===== config.mk =====
export PLATFORM = sky130hd
export DESIGN_NAME = genius_seq_gen_flat
export DESIGN_NICKNAME = d
export VERILOG_FILES = /design/src/rtl/genius_seq_gen_if.sv /design/src/rtl/genius_seq_gen.sv /design/src/flat_wrapper.sv
export SDC_FILE = /design/constraint.sdc
export NUM_CORES = 1
export LEC_CHECK = 0
export BUFFER_PORTS_ARGS = -buffer_cell sky130_fd_sc_hd__buf_2
export CAP_MARGIN = 20
export CORE_MARGIN = 2
export CORE_UTILIZATION = 35
export DETAILED_ROUTE_END_ITERATION = 16
export PLACE_DENSITY = 0.57
export SLEW_MARGIN = 20
export SYNTH_ARGS = -nofsm -noshare
export SYNTH_HDL_FRONTEND = slang
export SYNTH_SLANG_ARGS = --single-unit

===== constraint.sdc =====
create_clock -name clk -period 3.8 [get_ports clk]
set_input_delay 0.76 -clock clk [delete_from_list [all_inputs] [get_ports clk]]
set_output_delay 0.76 -clock clk [all_outputs]
set_load 0.05 [all_outputs]

===== src/rtl/genius_seq_gen_if.sv =====
// Control and read-port bundle for the Genius sequence generator.
// The master side (game controller) requests appends and reads steps back.
// The slave side is the generator.
interface genius_seq_gen_if #(
    parameter int N_COLORS = 4,
    parameter int DEPTH    = 32
);
    localparam int AW = $clog2(DEPTH);

    logic                new_game;
    logic                append;
    logic [AW-1:0]       rd_addr;
    logic [N_COLORS-1:0] rd_color;
    logic [AW:0]         seq_len;
    logic                full;
    logic                busy;
    logic                append_done;

    modport master (
        output new_game, append, rd_addr,
        input  rd_color, seq_len, full, busy, append_done
    );

    modport slave (
        input  new_game, append, rd_addr,
        output rd_color, seq_len, full, busy, append_done
    );
endinterface


===== src/rtl/genius_seq_gen.sv =====
// Genius colour sequence generator.
// A free-running Galois LFSR supplies random colours, and each append stores
// one colour in a sequence RAM. An optional rule stops the same colour from
// appearing three times in a row. Steps are read back one-hot with one cycle
// of latency, and reads at or beyond the current length return zero.
module genius_seq_gen #(
    parameter int          N_COLORS  = 4,
    parameter int          DEPTH     = 32,
    parameter logic [15:0] SEED      = 16'hACE1,
    parameter int          NO_TRIPLE = 1
) (
    input  logic             clk,
    input  logic             rst,
    genius_seq_gen_if.slave  bus
);
    localparam int          AW      = $clog2(DEPTH);
    localparam int          CW      = $clog2(N_COLORS);
    localparam logic [AW:0] DEPTH_L = (AW+1)'(DEPTH);
    localparam logic [AW:0] TWO_L   = (AW+1)'(2);

    typedef enum logic {IDLE, WRITE} state_t;

    state_t              state, state_nx;
    logic [15:0]         lfsr;
    logic [CW-1:0]       cand;
    logic [CW-1:0]       col;
    logic [CW-1:0]       hist1;
    logic [CW-1:0]       hist2;
    logic [AW:0]         seq_len;
    logic                full;
    logic                done;
    logic [N_COLORS-1:0] rd_color;
    logic                start;
    logic                commit;
    logic [CW-1:0]       mem [DEPTH];

    // FSM state register
    always_ff @(posedge clk) begin
        if (rst) state <= IDLE;
        else     state <= state_nx;
    end

    // Next state. new_game cancels both a pending start and an in-flight commit.
    always_comb begin
        state_nx = state;
        start    = 1'b0;
        commit   = 1'b0;
        case (state)
            IDLE: begin
                if (bus.append && !full && !bus.new_game) begin
                    state_nx = WRITE;
                    start    = 1'b1;
                end
            end
            WRITE: begin
                state_nx = IDLE;
                commit   = !bus.new_game;
            end
            default: state_nx = IDLE;
        endcase
        if (bus.new_game) state_nx = IDLE;
    end

    // Free-running Galois LFSR (x^16+x^14+x^13+x^11+1). It recovers from the all-zero state.
    always_ff @(posedge clk) begin
        if (rst)
            lfsr <= SEED;
        else if (lfsr == '0)
            lfsr <= 16'h0001;
        else
            lfsr <= {1'b0, lfsr[15:1]} ^ (lfsr[0] ? 16'hB400 : 16'h0000);
    end

    // No-triple rule. The history registers hold the last two written colours.
    always_comb begin
        col = cand;
        if (NO_TRIPLE != 0 && seq_len >= TWO_L && cand == hist1 && cand == hist2)
            col = cand + 1'b1;
    end

    // Sequence length, fullness, history and the write-done pulse
    always_ff @(posedge clk) begin
        if (rst) begin
            cand    <= '0;
            seq_len <= '0;
            full    <= 1'b0;
            done    <= 1'b0;
            hist1   <= '0;
            hist2   <= '0;
        end else begin
            done <= commit;
            if (bus.new_game) begin
                seq_len <= '0;
                full    <= 1'b0;
                hist1   <= '0;
                hist2   <= '0;
            end else if (start) begin
                cand <= lfsr[CW-1:0];
            end else if (commit) begin
                seq_len <= seq_len + 1'b1;
                full    <= (seq_len + 1'b1) == DEPTH_L;
                hist2   <= hist1;
                hist1   <= col;
            end
        end
    end

    // Sequence RAM stores colour indices. Reset is not applied here; reads are gated by seq_len.
    always_ff @(posedge clk) begin
        if (commit && !rst)
            mem[seq_len[AW-1:0]] <= col;
    end

    // Registered one-hot read port
    always_ff @(posedge clk) begin
        if (rst)
            rd_color <= '0;
        else if ({1'b0, bus.rd_addr} < seq_len)
            rd_color <= N_COLORS'(1) << mem[bus.rd_addr];
        else
            rd_color <= '0;
    end

    assign bus.rd_color    = rd_color;
    assign bus.seq_len     = seq_len;
    assign bus.full        = full;
    assign bus.busy        = (state == WRITE);
    assign bus.append_done = done;
endmodule


===== src/flat_wrapper.sv =====
// flat-port wrapper written by rule: the top's interface ports become plain ports
module genius_seq_gen_flat 
#(
    parameter int          N_COLORS  = 4,
    parameter int          DEPTH     = 32,
    parameter logic [15:0] SEED      = 16'hACE1,
    parameter int          NO_TRIPLE = 1
)
  (clk, rst, bus_new_game, bus_append, bus_rd_addr, bus_rd_color, bus_seq_len, bus_full, bus_busy, bus_append_done);
  genius_seq_gen_if #(.N_COLORS(N_COLORS), .DEPTH(DEPTH)) bus_i ();
  input  logic clk;
  input  logic rst;
  input wire logic [$bits(bus_i.new_game)-1:0] bus_new_game;
  input wire logic [$bits(bus_i.append)-1:0] bus_append;
  input wire logic [$bits(bus_i.rd_addr)-1:0] bus_rd_addr;
  output wire logic [$bits(bus_i.rd_color)-1:0] bus_rd_color;
  output wire logic [$bits(bus_i.seq_len)-1:0] bus_seq_len;
  output wire logic [$bits(bus_i.full)-1:0] bus_full;
  output wire logic [$bits(bus_i.busy)-1:0] bus_busy;
  output wire logic [$bits(bus_i.append_done)-1:0] bus_append_done;
  assign bus_i.new_game = bus_new_game;
  assign bus_i.append = bus_append;
  assign bus_i.rd_addr = bus_rd_addr;
  assign bus_rd_color = bus_i.rd_color;
  assign bus_seq_len = bus_i.seq_len;
  assign bus_full = bus_i.full;
  assign bus_busy = bus_i.busy;
  assign bus_append_done = bus_i.append_done;
  genius_seq_gen #(.N_COLORS(N_COLORS), .DEPTH(DEPTH), .SEED(SEED), .NO_TRIPLE(NO_TRIPLE)) u_core (.clk(clk), .rst(rst), .bus(bus_i));
endmodule

==> results.md, run 1 <==
* Status: completed
* Vias in the first global route at 2386
* CTS clock-pin slew for the worst setup and hold paths at 0.07 ns
* Hold EP: u_core.lfsr[5]
* CP Capture Type: flop
* Synth warn at 0
* Slew HR at 54.81%
* ANT nets after route at 0
* I/O pin count at 22
* Post-CTS Setup Bufs at 0
* DRC viols at 0
* Crit path required time at 3.93 ns
* Commonest cells post-synth: edfxtp_1, nor2_1, dfxtp_1, mux2i_1, nand2_1
* Worst slew pin tran at 0.6685 ns
* Synth Area per Inst at 12.97 sq um
* Core Area at 11470 sq um
* Die ar. at 12670 sq um
* Power share of the clock group at 41.9%
* CP max-delay cell: dfxtp_1
* Reg2Reg Depth at 7
* FP Rows at 39
* Via/cell ratio at 4.994
* Leakage power at 1.663 nW
* Final setup TNS at 0 ns
* Gr ovfl total at 0
* Die width at 112.6 um
* Fin crit share at 63.97%
* Tot Pwr at 2.185 mW
* Initial Util at 35.96%
* DR pass1 iterations at 4
* Chip height at 112.6 um
* R2R Path End: u_core.mem[10][1]
* DRT iter0 DRCs at 154
* Asr flop ratio synth at 0%
* Area contributors post-synth: edfxtp_1, dfxtp_1, mux2i_1
* Final setup fails at 0
* Net Sw Frac at 21.35%
* CTS H-tree depth at 3
* CP Buf/Inv Count at 2
* Area share of the largest cell type after synthesis at 46.60%
* Top FF cell, synth: edfxtp_1
* Combinational Power Share at 4.8%
* Syn_nets at 336
* RSZ-0062 raised after global routing: no
* Met3 WL at 456 um
* P_sw at 0.4666 mW
* Routability cong. at 0.7539
* Flops & latches, synth at 99
* Root buf cell: clkbuf_16
* Worst skew pair latency at 0.35 ns
* Layout cells sized above 1 at 15.52%
* Worst vdd ir at 355.6 uV
* Met2 WL at 3835 um
* Post-layout minimum cycle time at 2.431 ns
* Crit-path cells: inv_1, ha_1, or3_1, o211a_1, nand3_1, mux2i_2, buf_4
* Slew Limit Fails at 0
* Largest net degree at the start of global routing at 33
* Most frequent cell after synthesis: edfxtp_1
* # clock sinks at 99
* CTS Buffer Depth at 2
* Setup crit start kind: flop
* P_int at 1.718 mW
* Met1 wire length at 3786 um
* Worst setup margin at 1.369 ns
* WHS Path Cells at 1
* Leading area contributor after synthesis: edfxtp_1
* CTS Hold Buffers Added at 0
* Port bufs at 21
* Max Cap Viol at 0
* Clock buffer count from CTS at 9
* Hold WS at 0.4503 ns
* Pre-CTS setup slack at 1.040 ns
* Post-synth EDFFs at 64
* Via count at 2452
* Worst Path Class, Setup: flop to flop
* CP max FO at 32
* Setup Skew at 0.004117 ns
* Hold_sp: u_core.lfsr[6]
* Hold crit path type: flop to flop
* # fillers at 1071
* CTS tree: yes
* Initial antenna violation count at 0
* Reg power frac at 53.3%
* Mapped Cells at 318
* Area growth from synthesis to layout at 13.83%
* Post-synthesis sequential area ratio at 63.59%
* Synth Cell Area at 4124 sq um
* Crit path arrival time at 2.56 ns
* ANT cells at 0
* Post-Route WL at 8195 um
* Max Used Layer: met4
* Fmax at 411.3 MHz
* Routed len/inst at 16.69 um
* Final net count at 361
* GRT Resource Usage Total at 13.82%
* Util after Layout at 40.94%
* Final hold violation count at 0
* HPWL after DPL at 5525 um
* Critical path's top delay family: flip-flops
* Pwr per Cell Area at 465.4 nW/um^2
* Critical R2R Launch: u_core.bus.seq_len[0]
* Cts repair resizes at 0
* Yosys cell types at 40
* Internal reg-to-reg setup slack at 1.37 ns
* Max stage delay on crit path at 0.56 ns
* First-pass GRT wire length at 13010 um
## cell type report
type                            count  area [sq um]  area share, %
Multi-Input combinational cell    201          1425          30.36
Tap cell                          143         178.9          3.811
Inverter                            7         26.28         0.5597
Timing Repair Buffer               25         135.1          2.878
Sequential cell                    99          2623          55.86
Clock buffer                       12         277.8          5.917
Clock inverter                      4         28.78         0.6130
## layer usage
metal,vias to the layer above,global-route usage (%)
met3,8,4.536
met1,1177,18.79
li1,1211,-
met5,-,0
met2,56,20.92
met4,0,4.634
## worst max-delay path by stage
stage / cells past startpoint / endpoint / startpoint / slack [ns]
after CTS: 7 / u_core.mem[10][1] / u_core.bus.seq_len[0] / 1.34
after global placement: 7 / u_core.bus.rd_color[1] / bus_rd_addr[1] / 1.06
after floorplan: 6 / u_core.mem[0][1] / u_core.bus.seq_len[0] / 0.61
after global routing: 7 / u_core.mem[14][1] / u_core.bus.seq_len[0] / 1.16
after detailed placement: 7 / u_core.bus.rd_color[0] / bus_rd_addr[1] / 1.04
final: 7 / u_core.mem[10][1] / u_core.bus.seq_len[0] / 1.37
## flip-flops by register name, indices dropped and copies added (netlist names)
register	flops
u_core.bus.append_done	1
u_core.bus.busy	1
u_core.bus.full	1
u_core.bus.rd_color	4
u_core.bus.seq_len	6
u_core.cand	2
u_core.hist1	2
u_core.hist2	2
u_core.lfsr	16
u_core.mem	64
## logic make-up after synthesis
group	count (synthesis)	share of synthesized area, %
multiplexers	33	10.83
flip-flops	99	63.59
adder cells (fa/ha/maj)	9	2.731
XOR/XNOR	12	2.549
AND/OR/NAND/NOR	117	13.35
buffers and inverters	18	2.093
AO/OA/AOI/OAI	30	4.855
## power by group through the flow
stage               clock, mW  sequential (mW)  combinational, mW
finish                  0.915             1.16              0.106
global route            0.987             1.17              0.116
CTS                     0.934             1.16              0.107
detailed placement          0             1.19              0.107
global placement            0             1.19              0.105
floorplan                   0             1.19             0.0734
## worst reg2reg max path, delay by kind of cell (launching register included)
| kind | cells | cell delay (ns) |
|---|---|---|
| flops | 1 | 0.56 |
| buf+inv | 2 | 0.48 |
| simple gates | 2 | 0.46 |
| compound gates | 1 | 0.25 |
| mux | 1 | 0.24 |
| fa+ha+maj | 1 | 0.23 |
## per-stage QoR
stage,std cells,cell area (sq um)
floorplan,318,4124
global placement,475,4388
detailed placement,475,4388
CTS,491,4695
global route,491,4695
finish,491,4695
## layout by cell type, fill, tap and decap left out, types with 6 or more instances in the layout
| master | count |
|---|---|
| mux2i_1 | 23 |
| and2_1 | 7 |
| ha_1 | 9 |
| nor2_1 | 48 |
| dfxtp_1 | 35 |
| edfxtp_1 | 64 |
| nand2_1 | 18 |
| nor2b_1 | 6 |
| nand3_1 | 11 |
| inv_1 | 7 |
| xnor2_1 | 9 |
| a21oi_1 | 11 |
| or2_2 | 6 |
| nand2b_1 | 7 |
| buf_2 | 21 |
| clkbuf_16 | 10 |
(Power assumes the default switching activity.)
==> run 2: changes to the inputs <==
- PLACE_DENSITY: 0.57 -> 0.58
- clock period: 3.8 -> 2.1 ns (I/O delays scaled with it)
==> results.md, run 2 (same netlist as run 1, synthesis figures left out) <==
* Status: completed
* Clock buffer count from CTS at 9
* Worst skew pair latency at 0.34 ns
* CTS Buffer Depth at 2
* CP max FO at 8
* Layout cells sized above 1 at 23.53%
* Routability cong. at 0.7466
* CTS H-tree depth at 3
* Post-layout minimum cycle time at 2.058 ns
* Final setup fails at 0
* Post-Route WL at 8816 um
* Final net count at 387
* Util after Layout at 43.84%
* CTS Hold Buffers Added at 0
* CTS tree: yes
* Worst vdd ir at 639.5 uV
* First-pass GRT wire length at 13700 um
* Setup crit start kind: flop
* Crit path required time at 2.31 ns
* Net Sw Frac at 20.21%
* Vias in the first global route at 2616
* Slew HR at 49.62%
* CP Capture Type: flop
* Crit path arrival time at 2.27 ns
* CTS clock-pin slew for the worst setup and hold paths at 0.06 ns
* Routed len/inst at 17.05 um
* Initial Util at 35.96%
* Gr ovfl total at 0
* P_sw at 0.8007 mW
* Max stage delay on crit path at 0.34 ns
* Setup Skew at 0.005351 ns
* Fin crit share at 97.99%
* Die width at 112.6 um
* Port bufs at 21
* Power share of the clock group at 41.4%
* Initial antenna violation count at 0
* Max FFs per register at 64
* Largest net degree at the start of global routing at 33
* Root buf cell: clkbuf_16
* Pwr per Cell Area at 788.0 nW/um^2
* Fin area at 5027 sq um
* Core Area at 11470 sq um
* # clock sinks at 99
* Most frequent cells in the layout: edfxtp_1, nor2_1, dfxtp_1, buf_4, mux2i_1
* Area post-placement at 4588 sq um
* Leakage power at 1.805 nW
* DR pass1 iterations at 4
* Crit-path cells: inv_2, ha_2, or3_4, o211a_4, buf_4, nand3_4, mux2i_4, buf_12, clkbuf_16
* ANT nets after route at 0
* Slew Limit Fails at 0
* HPWL after DPL at 5884 um
* Max Cap Viol at 0
* Fmax at 486.0 MHz
* I/O pin count at 22
* P_int at 3.161 mW
* CP max-delay cell: dfxtp_4
* Final hold violation count at 0
* DRC viols at 0
* Reg power frac at 53.1%
* FP Rows at 39
* ANT cells at 0
* Via/cell ratio at 5.008
* Worst slew pin tran at 0.7452 ns
* Combinational Power Share at 5.5%
* DRT iter0 DRCs at 111
* Via count at 2589
* Commonest non-fill, non-tap cell in the layout: edfxtp_1
* GRT Resource Usage Total at 14.36%
* Chip height at 112.6 um
* Die ar. at 12670 sq um
* Hold crit path type: input pin to flop
* Area growth from synthesis to layout at 21.91%
* Worst Path Class, Setup: flop to flop
-- run 2: timing repair --
| item | 4_1_cts | 5_1_grt |
|---|---|---|
| gates cloned | 1 | 3 |
| buffers inserted | 0 | 2 |
| resized for setup | 2 | 3 |
| pin swaps | 1 | 1 |
| setup endpoints to repair | 33 | 49 |
-- run 2: power groups by stage --
stage	clock, mW	combinational, mW	sequential, mW
final	1.64	0.218	2.10
after global routing	1.75	0.240	2.11
after CTS	1.69	0.214	2.10
after detailed placement	0	0.211	2.15
after global placement	0	0.207	2.15
after floorplan	0	0.135	2.15
-- run 2: path summary, 6_finish.rpt --
kind / end / depth (start not counted) / startpoint / slack, ns
hold reg to reg: u_core.lfsr[6] / 1 / u_core.lfsr[7] / 0.45
hold / removal: u_core.cand[0] / 4 / bus_new_game / 0.42
setup reg to reg: u_core.mem[13][1] / 9 / u_core.bus.seq_len[0] / 0.04
setup / recovery: u_core.mem[13][1] / 9 / u_core.bus.seq_len[0] / 0.04
-- run 2: critical path: cells and delay by family (launching register included) --
| kind | cells | cell delay, ns |
|---|---|---|
| buf+inv | 4 | 0.47 |
| simple gates | 2 | 0.40 |
| flops | 1 | 0.34 |
| compound gates | 1 | 0.26 |
| mux | 1 | 0.26 |
| fa+ha+maj | 1 | 0.17 |
-- run 2: area by class of cell --
type	count	area [sq um]
Fill cell	1040	6440
Sequential cell	99	2630
Multi-Input combinational cell	202	1500
Timing Repair Buffer	50	386.6
Clock buffer	15	300.3
Tap cell	143	178.9
Inverter	7	26.28
Clock inverter	1	5.005
-- run 2: per-layer routing --
| layer | up-vias | wire [um] | track usage [%] | part of all wire (%) |
|---|---|---|---|---|
| met5 | - | 0 | 0 | 0 |
| met4 | 0 | 176 | 5.203 | 2.0 |
| met3 | 14 | 334 | 3.942 | 3.8 |
| met2 | 48 | 4239 | 23.03 | 48 |
| met1 | 1273 | 4067 | 18.76 | 46 |
| li1 | 1254 | - | - | - |
-- run 2: metrics by stage --
stage	hold slack, ns	total power [mW]	std cells	setup WS [ns]	TNS (ns)
6_report	0.4191	3.962	517	0.04229	0
5_1_grt	0.4631	4.092	517	-0.01556	-0.04569
4_1_cts	0.4009	4.006	512	0.006921	0
3_5_place_dp	0.4335	2.357	495	-0.1238	-3.164
3_3_place_gp	0.4257	2.353	495	-0.02135	-0.04558
2_1_floorplan	0.4147	2.288	318	-0.09239	-1.878
==> run 3: changes to the inputs <==
- clock period: 2.1 -> 1.8 ns (I/O delays scaled with it)
==> results.md, run 3 (same netlist as run 1, synthesis figures left out) <==
* Critical path's top delay family: buffers and inverters
* Max Cap Viol at 0
* Fmax at 493.8 MHz
* Max stage delay on crit path at 0.36 ns
* Worst setup margin at -0.2251 ns
* Slew HR at 54.97%
* Area growth from synthesis to layout at 30.01%
* Leakage power at 1.933 nW
* # clock sinks at 99
* P_sw at 1.006 mW
* Final Non-Filler Cells at 543
* Post-layout minimum cycle time at 2.025 ns
* Combinational Power Share at 6.9%
* Via/cell ratio at 5.029
* Final setup fails at 66
* Final hold violation count at 0
* CTS tree: yes
* Worst slew pin tran at 0.6722 ns
* HPWL after DPL at 6060 um
* CTS Hold Buffers Added at 0
* Violated checks: negative setup slack
* Power share of the clock group at 39.0%
* First-pass GRT wire length at 14720 um
* Reg power frac at 54.1%
* Via count at 2731
* Commonest non-fill, non-tap cell in the layout: edfxtp_1
* Slew Limit Fails at 0
* Die ar. at 12670 sq um
* Status: complete, but fails checks
* Util after Layout at 46.75%
* Core Area at 11470 sq um
* Initial antenna violation count at 0
* CTS Buffer Depth at 2
* DR pass1 iterations at 4
* FP Rows at 39
* Initial Util at 35.96%
* Hold crit path type: input pin to flop
* Worst skew pair latency at 0.34 ns
* Crit path required time at 2.01 ns
* ANT cells at 0
* Chip height at 112.6 um
* Worst vdd ir at 480.6 uV
* Routability cong. at 0.7753
* CTS H-tree depth at 3
* Setup crit start kind: flop
* CTS clock-pin slew for the worst setup and hold paths at 0.07 ns
* Gr ovfl total at 0
* Crit path arrival time at 2.24 ns
* CP Buf/Inv Count at 4
* CP max FO at 8
* Fin crit share at 112.5%
* CP max-delay cell: dfxtp_4
* Worst Path Class, Setup: flop to flop
* Root buf cell: clkbuf_16
* Final net count at 413
* Net Sw Frac at 22.23%
* RSZ-0062 raised after global routing: yes
* Pwr per Cell Area at 843.9 nW/um^2
* Routed len/inst at 17.43 um
* Vias in the first global route at 2774
* Area post-placement at 4727 sq um
* Die width at 112.6 um
* DRC viols at 0
* Layout cells sized above 1 at 32.50%
* Max FFs per register at 64
* Port bufs at 21
* DRT iter0 DRCs at 151
* GRT Resource Usage Total at 15.35%
* Crit-path cells: inv_4, ha_4, or3_4, o211a_4, buf_6, nand3_4, mux2i_4, buf_12, clkbuf_16
* P_int at 3.518 mW
* Largest net degree at the start of global routing at 17
* I/O pin count at 22
* Post-Route WL at 9467 um
* Most frequent cells in the layout: edfxtp_1, nor2_1, buf_4, dfxtp_1, mux2i_1
* Clock buffer count from CTS at 9
* Dpl cells at 510
* CP Capture Type: flop
* ANT nets after route at 0
* Setup Skew at 0.01120 ns
* Fin area at 5361 sq um
==> run 3: changes by cell type in the layout (fill, tap and decap cells not counted), moves of 3 or more <==
cell,delta
buf_4,+13
buf_6,+7
clkbuf_16,-3
nor3_2,+4
nor3_1,-4
a21oi_1,-3
buf_12,+3
==> run 3: path summary, 6_finish.rpt <==
check / start / end / slack, ns / cells past startpoint
setup / recovery: u_core.bus.seq_len[0] / u_core.mem[21][1] / -0.23 / 9
hold / removal: rst / u_core.bus.busy / 0.39 / 3
setup reg to reg: u_core.bus.seq_len[0] / u_core.mem[21][1] / -0.23 / 9
hold reg to reg: u_core.lfsr[7] / u_core.lfsr[6] / 0.46 / 1
==> run 3: cell type report <==
class / count / area (sq um)
sequential: 99 / 2634
tap: 143 / 178.9
inverter: 7 / 28.78
clock buffer: 11 / 232.7
multi-input combinational: 204 / 1595
fill: 1030 / 6106
clock inverter: 5 / 36.28
timing repair buffer: 74 / 655.6
==> run 3: worst min-delay path: cells and delay by family <==
family,cells,cell delay [ns]
buffers and inverters,2,0.27
AND/OR/NAND/NOR,1,0.06
==> run 3: metrics by stage <==
step	total power [mW]	setup slack (ns)	hold WS [ns]	setup TNS (ns)
after global placement	2.756	-0.3156	0.4245	-16.70
final	4.524	-0.2251	0.3924	-11.82
after floorplan	2.670	-0.3924	0.4147	-18.23
after CTS	4.551	-0.2019	0.3886	-10.91
after detailed placement	2.760	-0.4270	0.4419	-19.93
after global routing	4.683	-0.2730	0.4157	-15.82
==> run 3: power by group through the flow <==
stage | registers, mW | clock network [mW] | logic, mW
2_1_floorplan | 2.51 | 0 | 0.157
3_3_place_gp | 2.50 | 0 | 0.256
3_5_place_dp | 2.50 | 0 | 0.259
4_1_cts | 2.45 | 1.81 | 0.289
5_1_grt | 2.45 | 1.89 | 0.338
6_report | 2.45 | 1.77 | 0.310
==> run 3: what timing repair did <==
item / in CTS / in global routing
setup buffers: 8 / 3
gates resized for setup: 17 / 19
endpoints found under the setup margin: 70 / 70
pin swaps: 4 / 6
hold endpoints to repair: 0 / 0
cloned: 5 / 1
==> run 3: per-layer routing <==
metal	vias to the layer above	share of wire, %	routed length, um	GRT usage [%]
met5	-	0	0	0
met1	1335	45	4262	20.69
met3	6	5.3	499	3.240
met2	74	49	4653	24.99
li1	1316	-	-	-
met4	0	0.55	52	4.715
